### src/rtl/bitstream_pkg.sv
// Shared types and helpers for the word-to-bitstream packetizer.
package bitstream_pkg;

    typedef enum logic {ST_IDLE, ST_SHIFT} state_t;

    // 0 or anything wider than the word means "send the whole word".
    function automatic int eff_nbits(input int nbits, input int width);
        return (nbits == 0 || nbits > width) ? width : nbits;
    endfunction

endpackage

### src/rtl/bitstream_packetizer_piso.sv
// Parallel-in serial-out shifter: MSB-first, with a down-counter of bits left.
module piso_shifter #(
    parameter int WIDTH = 8,
    parameter int CNTW  = 4
) (
    input  logic             clk,
    input  logic             reset,
    input  logic             i_load,
    input  logic             i_shift,
    input  logic [WIDTH-1:0] i_data,
    input  logic [CNTW-1:0]  i_cnt,
    output logic             o_msb,
    output logic             o_last
);
    logic [WIDTH-1:0] r_shreg;
    logic [CNTW-1:0]  r_cnt;

    // Load wins over shift so the next word can replace the final bit in one edge.
    always_ff @(posedge clk or posedge reset) begin
        if (reset) begin
            r_shreg <= '0;
            r_cnt   <= '0;
        end else if (i_load) begin
            r_shreg <= i_data;
            r_cnt   <= i_cnt;
        end else if (i_shift) begin
            r_shreg <= {r_shreg[WIDTH-2:0], 1'b0};
            r_cnt   <= r_cnt - 1'b1;
        end
    end

    assign o_msb  = r_shreg[WIDTH-1];
    assign o_last = (r_cnt == CNTW'(1));
endmodule

### src/rtl/bitstream_packetizer.sv
// Packet word source to framed serial bitstream (valid/ready/sop/eop), MSB first.
module bitstream_packetizer
    import bitstream_pkg::*;
#(
    parameter  int WIDTH = 8,
    localparam int CNTW  = $clog2(WIDTH + 1)
) (
    input  logic             clk,
    input  logic             reset,
    input  logic             i_valid,
    output logic             i_ready,
    input  logic             i_sop,
    input  logic             i_eop,
    input  logic [WIDTH-1:0] i_data,
    input  logic [CNTW-1:0]  i_nbits,
    output logic             outp,
    output logic             o_valid,
    input  logic             o_ready,
    output logic             o_sop,
    output logic             o_eop,
    output logic             err
);
    state_t r_state, w_next;
    logic   r_sop, r_eop, r_in_pkt, r_err;
    logic   w_msb, w_last, w_xfer, w_last_xfer;
    logic   w_acc, w_discard, w_sop_err, w_load;
    logic [CNTW-1:0] w_cnt;

    assign o_valid     = (r_state == ST_SHIFT);
    assign w_xfer      = o_valid & o_ready;
    assign w_last_xfer = w_xfer & w_last;
    // Ready during the final bit transfer lets the next word follow without a bubble.
    assign i_ready     = (r_state == ST_IDLE) | w_last_xfer;

    assign w_acc     = i_valid & i_ready;
    assign w_discard = w_acc & ~i_sop & ~r_in_pkt;
    assign w_sop_err = w_acc & i_sop & r_in_pkt;
    assign w_load    = w_acc & ~w_discard;
    assign w_cnt     = i_eop ? CNTW'(eff_nbits(int'(i_nbits), WIDTH)) : CNTW'(WIDTH);

    piso_shifter #(.WIDTH(WIDTH), .CNTW(CNTW)) u_piso (
        .clk     (clk),
        .reset   (reset),
        .i_load  (w_load),
        .i_shift (w_xfer),
        .i_data  (i_data),
        .i_cnt   (w_cnt),
        .o_msb   (w_msb),
        .o_last  (w_last)
    );

    always_ff @(posedge clk or posedge reset) begin
        if (reset) r_state <= ST_IDLE;
        else       r_state <= w_next;
    end

    always_comb begin
        w_next = r_state;
        case (r_state)
            ST_IDLE:  if (w_load) w_next = ST_SHIFT;
            ST_SHIFT: if (w_last_xfer && !w_load) w_next = ST_IDLE;
            default:  w_next = ST_IDLE;
        endcase
    end

    always_ff @(posedge clk or posedge reset) begin
        if (reset) begin
            r_sop    <= 1'b0;
            r_eop    <= 1'b0;
            r_in_pkt <= 1'b0;
            r_err    <= 1'b0;
        end else begin
            r_err <= w_discard | w_sop_err;
            if (w_load) begin
                r_sop    <= i_sop;
                r_eop    <= i_eop;
                r_in_pkt <= ~i_eop & (i_sop | r_in_pkt);
            end else if (w_xfer) begin
                r_sop <= 1'b0;
            end
        end
    end

    assign outp  = o_valid & w_msb;
    assign o_sop = o_valid & r_sop;
    assign o_eop = o_valid & r_eop & w_last;
    assign err   = r_err;
endmodule

### config.mk
export PLATFORM = sky130hd
export DESIGN_NAME = bitstream_packetizer
export DESIGN_NICKNAME = d
export VERILOG_FILES = /design/src/rtl/bitstream_pkg.sv /design/src/rtl/bitstream_packetizer_piso.sv /design/src/rtl/bitstream_packetizer.sv
export SDC_FILE = /design/constraint.sdc
export NUM_CORES = 1
export LEC_CHECK = 0
export ABC_AREA = 1
export BUFFER_PORTS_ARGS = -buffer_cell sky130_fd_sc_hd__buf_2
export CAP_MARGIN = 15
export CORE_MARGIN = 2
export CORE_UTILIZATION = 55
export DETAILED_ROUTE_END_ITERATION = 8
export GPL_TIMING_DRIVEN = 0
export PLACE_DENSITY = 0.92
export RECOVER_POWER = 25
export SLEW_MARGIN = 25
export SYNTH_ARGS = -nofsm -noshare
export SYNTH_HDL_FRONTEND = slang
export SYNTH_HIERARCHICAL = 1
export SYNTH_SLANG_ARGS = --single-unit
### constraint.sdc
create_clock -name clk -period 3.9 [get_ports clk]
set_input_delay 0.78 -clock clk [delete_from_list [all_inputs] [get_ports clk]]
set_output_delay 0.78 -clock clk [all_outputs]
set_load 0.1 [all_outputs]
==> results.sh, run 1 <==
export IMPL_slew_headroom=0.6726
export IMPL_vias=831
export IMPL_fin_crit_ns=2.630
export IMPL_layout_drive_gt1_share=0.3287
export IMPL_hp_class="primary input to async pin"
export IMPL_die_w_um=45.75
export IMPL_routedWlPerCell_um=12.18
export IMPL_h_tree_depth=1
export IMPL_nNetsFinal=164
export IMPL_hold_buffers=0
export IMPL_ys_ff_latch=17
export IMPL_drc_errors=0
export IMPL_initial_core_util=0.5674
export IMPL_worst_ep_required_time_ns=3.12
export IMPL_hold_viol=0
export IMPL_cpLargestDelayFamily="buffers and inverters"
export IMPL_setup_viol=0
export IMPL_p_per_area_mw_per_mm2=776.4
export IMPL_diodes=0
export IMPL_fmax_mhz=380.2
export IMPL_grt_overflow=0
export IMPL_die_area_mm2=0.002093
export IMPL_synth_cell_types=24
export IMPL_dpl_hpwl_um=1495
export IMPL_placed_area_mm2=0.001095
export IMPL_clk_pin_slew_ns=0.09
export IMPL_peakVddDrop_v=0.0004367
export IMPL_insertion_delay_ns=0.28
export IMPL_grt_pass1_wl_um=3153
export IMPL_rows=15
export IMPL_netlist_area_um2=958.4
export IMPL_coreArea_mm2=0.001689
export IMPL_dr_pass1_iters=4
export IMPL_crit_slowest_cell="dfrtp_1"
export IMPL_cts_root_buffer="clkbuf_4"
export IMPL_critPathBufInv=2
export IMPL_drt_iter0_drc=17
export IMPL_ff_latch_area_um2=425.4
export IMPL_grt_pass1_vias=778
export IMPL_synth_area_per_cell_um2=8.262
export IMPL_end_kind="output port"
export IMPL_regToRegSetupSlack_ns=1.96
export IMPL_syn_to_final_growth_pct=16.84
export IMPL_critPathMaxStageDelay_ns=0.43
export IMPL_post_cts_resized=0
export IMPL_final_max_slew_viol_count=0
export IMPL_utilization=0.6630
export IMPL_period_share=0.6743
export IMPL_grt_max_degree=13
export IMPL_numClockSinks=17
export IMPL_numPlacedInstances=156
export IMPL_fin_worst_skew_ns=0.001116
export IMPL_gp_congestion=0.7565
export IMPL_max_cap_violations=0
export IMPL_clock_path_buffers=2
export IMPL_yosys_warnings=6
export IMPL_cp_data_arrival_time_ns=1.85
export IMPL_yosys_area_top_type_share=0.4439
export IMPL_setup_tns_ns=0
export IMPL_final_antenna_net_count=0
export IMPL_power_leakage_nw=0.6582
export IMPL_synth_edff_count=0
export IMPL_synth_commonest_cells="nand2_1 (39), dfrtp_1 (17), inv_1 (17), nand3_2 (7), nor2_1 (6)"
export IMPL_synth_fp_nets=136
export IMPL_yosysMostFrequentCell="nand2_1"
export IMPL_portBuffers=23
export IMPL_rsz0062_at_grt="false"
export IMPL_cts_setup_buffers=0
export IMPL_antenna_found_initial=0
export IMPL_ios=24
export IMPL_cts_tree="yes"
export IMPL_synthArstFlopShare=1.000
export IMPL_worstSetupPathType="flip-flop to output port"
export IMPL_fin_area_mm2=0.001120
export IMPL_routed_wl_um=1948
export IMPL_cts_buffers=3
export IMPL_cp_cell_sequence="inv_1, ha_1, nor3b_1, nand2_1, nand2_4, buf_2"
export IMPL_fin_cells=160
export IMPL_status="finished clean"
export IMPL_multi_input_area_um2=445.4
export IMPL_cp_max_fo=7
export IMPL_tightest_slew_ns=0.4905
export IMPL_fill_cells=138
export IMPL_yosysSeqAreaShare=0.4439
export IMPL_yosysTopAreaCell="dfrtp_1"
export IMPL_synthCells=116
export IMPL_synth_flop_cell="dfrtp_1"
export IMPL_vias_per_cell=5.194
export IMPL_track_usage=0.2061
export IMPL_start_kind="flip-flop"
export IMPL_synthTopCellsByArea="dfrtp_1 (44%), nand2_1 (15%), nand3_2 (7.3%)"
export IMPL_chipHeight_um=45.75
-- registers in the layout (all words and copies together), names as in the netlist --
register	cells
o_valid	1
err	1
u_piso/r_cnt	4
u_piso/r_shreg	8
r_in_pkt	1
r_sop	1
r_eop	1
-- report_power, final --
group | leakage [nW] | switching [mW] | total [mW] | internal, mW
clock network | 0.0150 | 0.0521 | 0.0917 | 0.0397
registers | 0.216 | 0.0599 | 0.309 | 0.249
logic | 0.427 | 0.333 | 0.469 | 0.136
-- through the flow --
stage / power [mW] / hold WS (ns) / setup slack [ns]
after floorplan: 0.6926 / 0.4349 / 1.194
after CTS: 0.8744 / 0.3873 / 1.277
final: 0.8694 / 0.3667 / 1.270
after detailed placement: 0.7797 / 0.4603 / 1.608
after global routing: 0.9264 / 0.3866 / 1.118
after global placement: 0.7590 / 0.4560 / 1.637
-- worst paths after layout --
kind / startpoint / to / cells after the start
max: u_piso/r_cnt[1] / i_ready / 6
min: reset / r_in_pkt / 2
min in group clk: r_eop / r_eop / 2
max reg2reg: u_piso/r_cnt[1] / u_piso/r_shreg[5] / 12
min reg2reg: r_eop / r_eop / 2
max in group asynchronous: reset / u_piso/r_shreg[3] / 2
-- cells in the final DEF (no fill, tap or decap), types with 2 or more instances in the layout --
| master | count |
|---|---|
| clkbuf_1 | 2 |
| inv_1 | 17 |
| nand2_1 | 39 |
| inv_2 | 2 |
| nand2_4 | 2 |
| nand4_1 | 2 |
| dfrtp_1 | 17 |
| nand2_2 | 4 |
| nand3_1 | 4 |
| nor2_1 | 6 |
| ha_1 | 2 |
| o211ai_2 | 2 |
| nand3_2 | 7 |
| clkbuf_4 | 3 |
| buf_2 | 23 |
-- worst register-to-register path: cells and delay by family, from the launching register on --
family / cells / cell delay [ns]
flops: 1 / 0.43
buf+inv: 4 / 0.42
fa+ha+maj: 1 / 0.13
simple gates: 7 / 0.85
-- area by class of cell --
| type | count | share of cell area |
|---|---|---|
| Timing Repair Buffer | 23 | 0.1017 |
| Buffer | 2 | 0.01453 |
| Tap cell | 17 | 0.01899 |
| Multi-Input combinational cell | 78 | 0.3978 |
| Clock buffer | 4 | 0.02346 |
| Inverter | 19 | 0.06369 |
| Sequential cell | 17 | 0.3799 |
-- cells by family after synthesis --
group | count (synthesis) | share of synthesized area
and+or+nand+nor | 67 | 0.3538
buffers and inverters | 21 | 0.09138
DFF | 17 | 0.4439
AOI/OAI and AO/OA | 8 | 0.07571
adders and majority gates | 2 | 0.02611
xor gates and xnor gates | 1 | 0.009140
-- layer usage --
layer	up-vias	share of wire	track usage
met4	0	0.0098	0.08571
met5	-	0	0
li1	417	-	-
met3	2	0.035	0.01587
met2	25	0.52	0.3577
met1	387	0.43	0.2626
Power figures use the tool's default switching activity.
==> run 2, diff against run 1 <==
--- a/config.mk
+++ b/config.mk
@@ -5,14 +5,14 @@
 export SDC_FILE = /design/constraint.sdc
 export NUM_CORES = 1
 export LEC_CHECK = 0
-export ABC_AREA = 1
+export ABC_AREA = 0
 export BUFFER_PORTS_ARGS = -buffer_cell sky130_fd_sc_hd__buf_2
 export CAP_MARGIN = 15
 export CORE_MARGIN = 2
-export CORE_UTILIZATION = 55
+export CORE_UTILIZATION = 50
 export DETAILED_ROUTE_END_ITERATION = 8
 export GPL_TIMING_DRIVEN = 0
-export PLACE_DENSITY = 0.92
+export PLACE_DENSITY = 0.86
 export RECOVER_POWER = 25
 export SLEW_MARGIN = 25
 export SYNTH_ARGS = -nofsm -noshare
==> constraint.sdc (replaced) <==
create_clock -name clk -period 2.6 [get_ports clk]
set_input_delay 0.52 -clock clk [delete_from_list [all_inputs] [get_ports clk]]
set_output_delay 0.52 -clock clk [all_outputs]
set_load 0.1 [all_outputs]
==> run 2 against run 1 <==
  * Combinational power grew 23%
  * Sequential power up 50%
  * Synthesized cell count down 26%
  * Register-to-register slack got worse by 1.5 ns
  * Sequential share of layout area is 0.87 points higher
  * Core utilization decreased by 2.9 points
  * Sequential cell count unchanged
  * Cell count decreased by 14%
  * Via count decreased by 15%
  * Worst setup slack got worse by 1.1 ns
  * Area after synthesis is 3.9% lower
  * Global-route usage down 0.42 points
  * Critical path type unchanged
  * Largest power group unchanged
==> results.sh, run 2 <==
export IMPL_peakVddDrop_v=0.0005409
export IMPL_nNetsFinal=134
export IMPL_fin_crit_ns=2.387
export IMPL_rows=15
export IMPL_synth_flop_cell="dfrtp_1"
export IMPL_yosysTopAreaCell="dfrtp_1"
export IMPL_switching_power_mw=0.5318
export IMPL_synth_commonest_cells="dfrtp_1 (17), nand2_1 (13), o21ai_0 (11), mux2i_1 (7), inv_1 (4)"
export IMPL_grt_pass1_wl_um=3008
export IMPL_antenna_found_initial=0
export IMPL_numPlacedInstances=134
export IMPL_coreArea_mm2=0.001727
export IMPL_vias=708
export IMPL_cts_setup_buffers=0
export IMPL_pwr_share_seq=0.394
export IMPL_dr_pass1_iters=4
export IMPL_final_antenna_net_count=0
export IMPL_start_kind="flip-flop"
export IMPL_layout_commonest_cell="buf_2"
export IMPL_power_internal_mw=0.6450
export IMPL_final_max_slew_viol_count=0
export IMPL_r2r_start="u_piso/r_cnt[1]"
export IMPL_portBuffers=23
export IMPL_routed_wl_um=1740
export IMPL_drt_iter0_drc=12
export IMPL_tightest_slew_ns=0.4858
export IMPL_power_frac_clock=0.117
export IMPL_grt_max_degree=13
export IMPL_drc_errors=0
export IMPL_synth_area_per_cell_um2=10.71
export IMPL_comb_power_share=0.490
export IMPL_numClockSinks=17
export IMPL_diodes=0
export IMPL_initial_core_util=0.5333
export IMPL_die_w_um=46.92
export IMPL_power_leakage_nw=0.5350
export IMPL_cts_tree="yes"
export IMPL_rr_worst_depth=9
export IMPL_cp_max_fo=3
export IMPL_setup_viol=0
export IMPL_synth_fp_nets=106
export IMPL_fin_cells=138
export IMPL_cts_buffers=3
export IMPL_netlist_area_um2=920.9
export IMPL_ios=24
export IMPL_fin_worst_skew_ns=0.002106
export IMPL_biggestRegsByFlops="u_piso/r_shreg (8), u_piso/r_cnt (4)"
export IMPL_yosysMostFrequentCell="dfrtp_1"
export IMPL_track_usage=0.2019
export IMPL_regToRegSetupSlack_ns=0.51
export IMPL_syn_to_final_growth_pct=18.89
export IMPL_yosysSeqAreaShare=0.4620
export IMPL_worst_ep_required_time_ns=2.08
export IMPL_end_kind="output port"
export IMPL_synthTopCellsByArea="dfrtp_1 (46%), mux2i_1 (7.6%), o21ai_0 (6.0%)"
export IMPL_vias_per_cell=5.130
export IMPL_h_tree_depth=1
export IMPL_fmax_mhz=419.0
export IMPL_reg2reg_to="u_piso/r_cnt[0]"
export IMPL_synth_cell_types=27
export IMPL_cts_root_buffer="clkbuf_4"
export IMPL_status="finished clean"
export IMPL_clock_path_buffers=2
export IMPL_synthCells=86
export IMPL_gp_congestion=0.8516
export IMPL_hold_buffers=0
export IMPL_cp_data_arrival_time_ns=1.87
export IMPL_max_cap_violations=0
export IMPL_cp_endpoint="o_eop"
export IMPL_die_area_mm2=0.002201
export IMPL_mostFrequentLayoutCells="buf_2 (21), dfrtp_1 (17), nand2_1 (13)"
export IMPL_chipHeight_um=46.92
export IMPL_hp_class="primary input to async pin"
export IMPL_insertion_delay_ns=0.28
export IMPL_ys_ff_latch=17
export IMPL_yosys_warnings=6
export IMPL_synth_edff_count=0
export IMPL_setup_tns_ns=0
export IMPL_yosys_area_top_type_share=0.4620
export IMPL_hold_viol=0
export IMPL_layout_drive_gt1_share=0.3363
export IMPL_routedWlPerCell_um=12.61
export IMPL_largest_reg_flops=8
export IMPL_grt_overflow=0
export IMPL_rsz0062_at_grt="false"
export IMPL_worstSetupPathType="flip-flop to output port"
export IMPL_synthArstFlopShare=1.000
export IMPL_p_per_area_mw_per_mm2=1075
export IMPL_p_sw_frac=0.4519
export IMPL_slew_headroom=0.6784
export IMPL_clk_pin_slew_ns=0.09
export IMPL_top_register="u_piso/r_shreg"
export IMPL_dpl_hpwl_um=1316
export IMPL_period_share=0.9180
export IMPL_cp_startpoint="u_piso/r_cnt[1]"
export IMPL_grt_pass1_vias=665
## run 2: cell count changes in the layout (fill, tap and decap cells not counted), moves of 4 or more
cell	delta
nand2_1	-26
inv_1	-13
o21ai_0	+10
mux2i_1	+7
nand3_2	-7
nor2_1	-6
nand2_2	-4
## run 2: area by class of cell
type	count	area, um^2
buffer	4	30.03
fill	152	631.9
timing repair buffer	23	116.4
inverter	4	15.01
sequential	17	425.4
tap	25	31.28
clock buffer	4	26.28
multi-input combinational	61	450.4
## run 2: stage by stage
| step | util | hold slack, ns | area, um^2 | setup WS, ns | power, mW |
|---|---|---|---|---|---|
| global route | 0.6341 | 0.1090 | 1095 | 0.04895 | 1.262 |
| CTS | 0.6333 | 0.1298 | 1094 | 0.1160 | 1.177 |
| detailed placement | 0.6181 | 0.4384 | 1067 | 0.4329 | 1.038 |
| global placement | 0.6181 | 0.4338 | 1067 | 0.5484 | 1.010 |
| floorplan | - | 0.2985 | 920.9 | 0.4624 | 0.9260 |
| finish | 0.6341 | 0.1092 | 1095 | 0.2132 | 1.177 |
## run 2: critical path: stages, from the launching register on
cell and delay, ns:
dfrtp_1 0.41, inv_1 0.11, ha_1 0.15, nor3b_1 0.27, and3_2 0.22, buf_2 0.41
## run 2: cell families (layout without fill, tap and decap cells)
kind of cell,after synthesis,after routing,share of synthesized area
AOI/OAI and AO/OA,16,16,0.1141
xor gates and xnor gates,4,4,0.03805
adders and majority gates,2,2,0.02717
buffers and inverters,8,35,0.04891
DFF,17,17,0.4620
muxes,10,10,0.1168
and+or+nand+nor,29,29,0.1929
## run 2: power by group through the flow
stage                     clock network (mW)  registers [mW]  logic [mW]
final                                  0.137           0.463       0.576
after CTS                              0.139           0.465       0.574
after detailed placement                   0           0.471       0.567
after global placement                     0           0.463       0.547
after floorplan                            0           0.497       0.429
after global routing                   0.156           0.481       0.624
## run 2: layer usage
metal	wire, um	track usage	part of all wire	up-vias
met3	72	0.06154	0.041	8
met2	865	0.3288	0.50	25
li1	-	-	-	350
met4	51	0.1000	0.029	0
met5	0	0	0	-
met1	751	0.2426	0.43	325
## run 2: repair_timing
item | CTS | global route
endpoints found under the setup margin | 0 | 1
endpoints found under the hold margin | 0 | 0
gates resized for setup | 0 | 1
## run 2: worst min-delay path by stage
stage	endpoint
detailed placement	r_in_pkt
CTS	r_in_pkt
global placement	r_in_pkt
global route	r_in_pkt
floorplan	err
finish	r_in_pkt
==> run 3, diff against run 2 <==
--- a/config.mk
+++ b/config.mk
@@ -14,6 +14,7 @@
 export GPL_TIMING_DRIVEN = 0
 export PLACE_DENSITY = 0.86
 export RECOVER_POWER = 25
+export REMOVE_ABC_BUFFERS = 1
 export SLEW_MARGIN = 25
 export SYNTH_ARGS = -nofsm -noshare
 export SYNTH_HDL_FRONTEND = slang
==> constraint.sdc (replaced) <==
create_clock -name clk -period 2.6 [get_ports clk]
set_input_delay 0 -clock clk [delete_from_list [all_inputs] [get_ports clk]]
set_output_delay 0 -clock clk [all_outputs]
set_load 0.1 [all_outputs]
==> run 3 against run 2 <==
  * Sequential power grew 0.9%
  * Cell count up 5.1%
  * Global-route usage down 0.91 points
  * Sequential share of layout area down 2.6 points
  * Largest cell class unchanged
  * Largest power group unchanged
  * Critical path depth up 1
  * Count of clock-buffer cells in the layout shrank 1
  * Worst setup slack improved by 0.19 ns
  * Combinational power shrank 2%
  * First-iteration DRC count shrank 17%
==> results.sh, run 3 (synthesized netlist as in run 2, its figures left out) <==
export IMPL_portBuffers=23
export IMPL_multi_input_area_um2=450.4
export IMPL_fin_area_mm2=0.001174
export IMPL_layout_commonest_cell="buf_2"
export IMPL_power_leakage_nw=0.5700
export IMPL_cts_setup_buffers=0
export IMPL_grt_pass1_vias=678
export IMPL_fin_ws_ns=0.4060
export IMPL_dr_pass1_iters=4
export IMPL_critPathBufInv=1
export IMPL_diodes=0
export IMPL_drt_iter0_drc=10
export IMPL_setup_viol=0
export IMPL_top_register="u_piso/r_shreg"
export IMPL_worstSetupPathType="flip-flop to flip-flop"
export IMPL_fill_cells=130
export IMPL_crit_slowest_cell="nor2b_4"
export IMPL_worst_ep_required_time_ns=2.78
export IMPL_status="finished clean"
export IMPL_biggestRegsByFlops="u_piso/r_shreg (8), u_piso/r_cnt (4)"
export IMPL_hold_viol=0
export IMPL_critPathMaxStageDelay_ns=0.49
export IMPL_h_tree_depth=1
export IMPL_grt_pass1_wl_um=2953
export IMPL_fin_crit_ns=2.194
export IMPL_cpLargestDelayFamily="simple AND/OR/NAND/NOR gates"
export IMPL_peakVddDrop_v=0.0006319
export IMPL_clk_pin_slew_ns=0.11
export IMPL_start_kind="flip-flop"
export IMPL_slew_headroom=0.6749
export IMPL_clock_path_buffers=2
export IMPL_syn_to_final_growth_pct=27.45
export IMPL_layout_drive_gt1_share=0.3083
export IMPL_final_antenna_net_count=0
export IMPL_initial_core_util=0.5333
export IMPL_total_power_mw=1.173
export IMPL_placed_area_mm2=0.001037
export IMPL_vias=713
export IMPL_cp_max_fo=24
export IMPL_rows=15
export IMPL_dpl_hpwl_um=1145
export IMPL_vias_per_cell=4.917
export IMPL_routedWlPerCell_um=12.61
export IMPL_end_kind="flip-flop"
export IMPL_path_depth=6
export IMPL_rr_worst_depth=6
export IMPL_cts_buffers=3
export IMPL_ios=24
export IMPL_grt_overflow=0
export IMPL_fin_worst_skew_ns=0.008006
export IMPL_numPlacedInstances=130
export IMPL_cp_endpoint="u_piso/r_cnt[3]"
export IMPL_reg2reg_to="u_piso/r_cnt[3]"
export IMPL_post_place_ws_ns=0.4334
export IMPL_cts_root_buffer="clkbuf_4"
export IMPL_gp_congestion=0.7998
export IMPL_fmax_mhz=455.8
export IMPL_mostFrequentLayoutCells="buf_2 (22), dfrtp_1 (17), nand2_1 (13)"
export IMPL_cts_tree="yes"
export IMPL_antenna_found_initial=0
export IMPL_track_usage=0.1928
export IMPL_max_cap_violations=0
export IMPL_nNetsFinal=141
export IMPL_cp_data_arrival_time_ns=2.37
export IMPL_die_area_mm2=0.002201
export IMPL_numClockSinks=17
export IMPL_r2r_start="u_piso/r_cnt[1]"
export IMPL_hp_class="primary input to flip-flop"
export IMPL_grt_max_degree=25
export IMPL_ff_latch_area_um2=425.4
export IMPL_chipHeight_um=46.92
export IMPL_drc_errors=0
export IMPL_final_max_slew_viol_count=0
export IMPL_routed_wl_um=1828
export IMPL_p_per_area_mw_per_mm2=999.8
export IMPL_rsz0062_at_grt="false"
export IMPL_insertion_delay_ns=0.29
export IMPL_fin_cells=145
export IMPL_regToRegSetupSlack_ns=0.41
export IMPL_cp_startpoint="u_piso/r_cnt[1]"
export IMPL_period_share=0.8438
export IMPL_die_w_um=46.92
export IMPL_largest_reg_flops=8
export IMPL_setup_tns_ns=0
export IMPL_cp_cell_sequence="inv_1, ha_1, nor3b_1, a21bo_1, nor2b_4, mux2_2"
export IMPL_coreArea_mm2=0.001727
export IMPL_tightest_slew_ns=0.4910
[run 3: worst min-delay path by stage]
| stage | start | end | slack (ns) | depth (start not counted) |
|---|---|---|---|---|
| 2_1_floorplan | reset | err | -0.22 | 1 |
| 3_3_place_gp | reset | err | -0.08 | 2 |
| 3_5_place_dp | reset | err | -0.08 | 2 |
| 4_1_cts | i_sop | o_valid | 0.002 | 3 |
| 5_1_grt | i_sop | o_valid | 0.02 | 3 |
| 6_report | i_sop | o_valid | 0.01 | 3 |
[run 3: cell type report]
type                            count  area share
Clock buffer                        3     0.01919
Clock inverter                      1    0.004264
Inverter                            4     0.01279
Multi-Input combinational cell     61      0.3838
Sequential cell                    17      0.3625
Tap cell                           25     0.02665
Timing Repair Buffer               34      0.1908
[run 3: through the flow]
stage	hold WS, ns	utilization
after detailed placement	-0.07653	0.6007
after floorplan	-0.2215	-
final	0.01056	0.6797
after global placement	-0.08135	0.6007
after CTS	0.001596	0.6804
after global routing	0.01997	0.6797
[run 3: power by group]
group | internal, mW | switching, mW
Sequential | 0.373 | 0.0939
Combinational | 0.210 | 0.352
Clock | 0.0572 | 0.0871
[run 3: layer usage]
metal | up-vias | track usage | routed length (um)
met5 | - | 0 | 0
met4 | 0 | 0.1167 | 25
met3 | 2 | 0.01154 | 12
li1 | 358 | - | -
met2 | 6 | 0.3205 | 948
met1 | 347 | 0.2463 | 841
[run 3: timing repair]
action                    4_1_cts  5_1_grt
hold buffers                   11        0
resized for setup               0        0
hold endpoints to repair       27        0
[run 3: worst reg2reg max path, delay by kind of cell, from the launching register on]
family / cells / cell delay (ns)
flip-flops: 1 / 0.42
buffers and inverters: 1 / 0.10
adder cells (fa/ha/maj): 1 / 0.15
AND/OR/NAND/NOR: 2 / 0.73
multiplexers: 1 / 0.39
AO/OA/AOI/OAI: 1 / 0.29
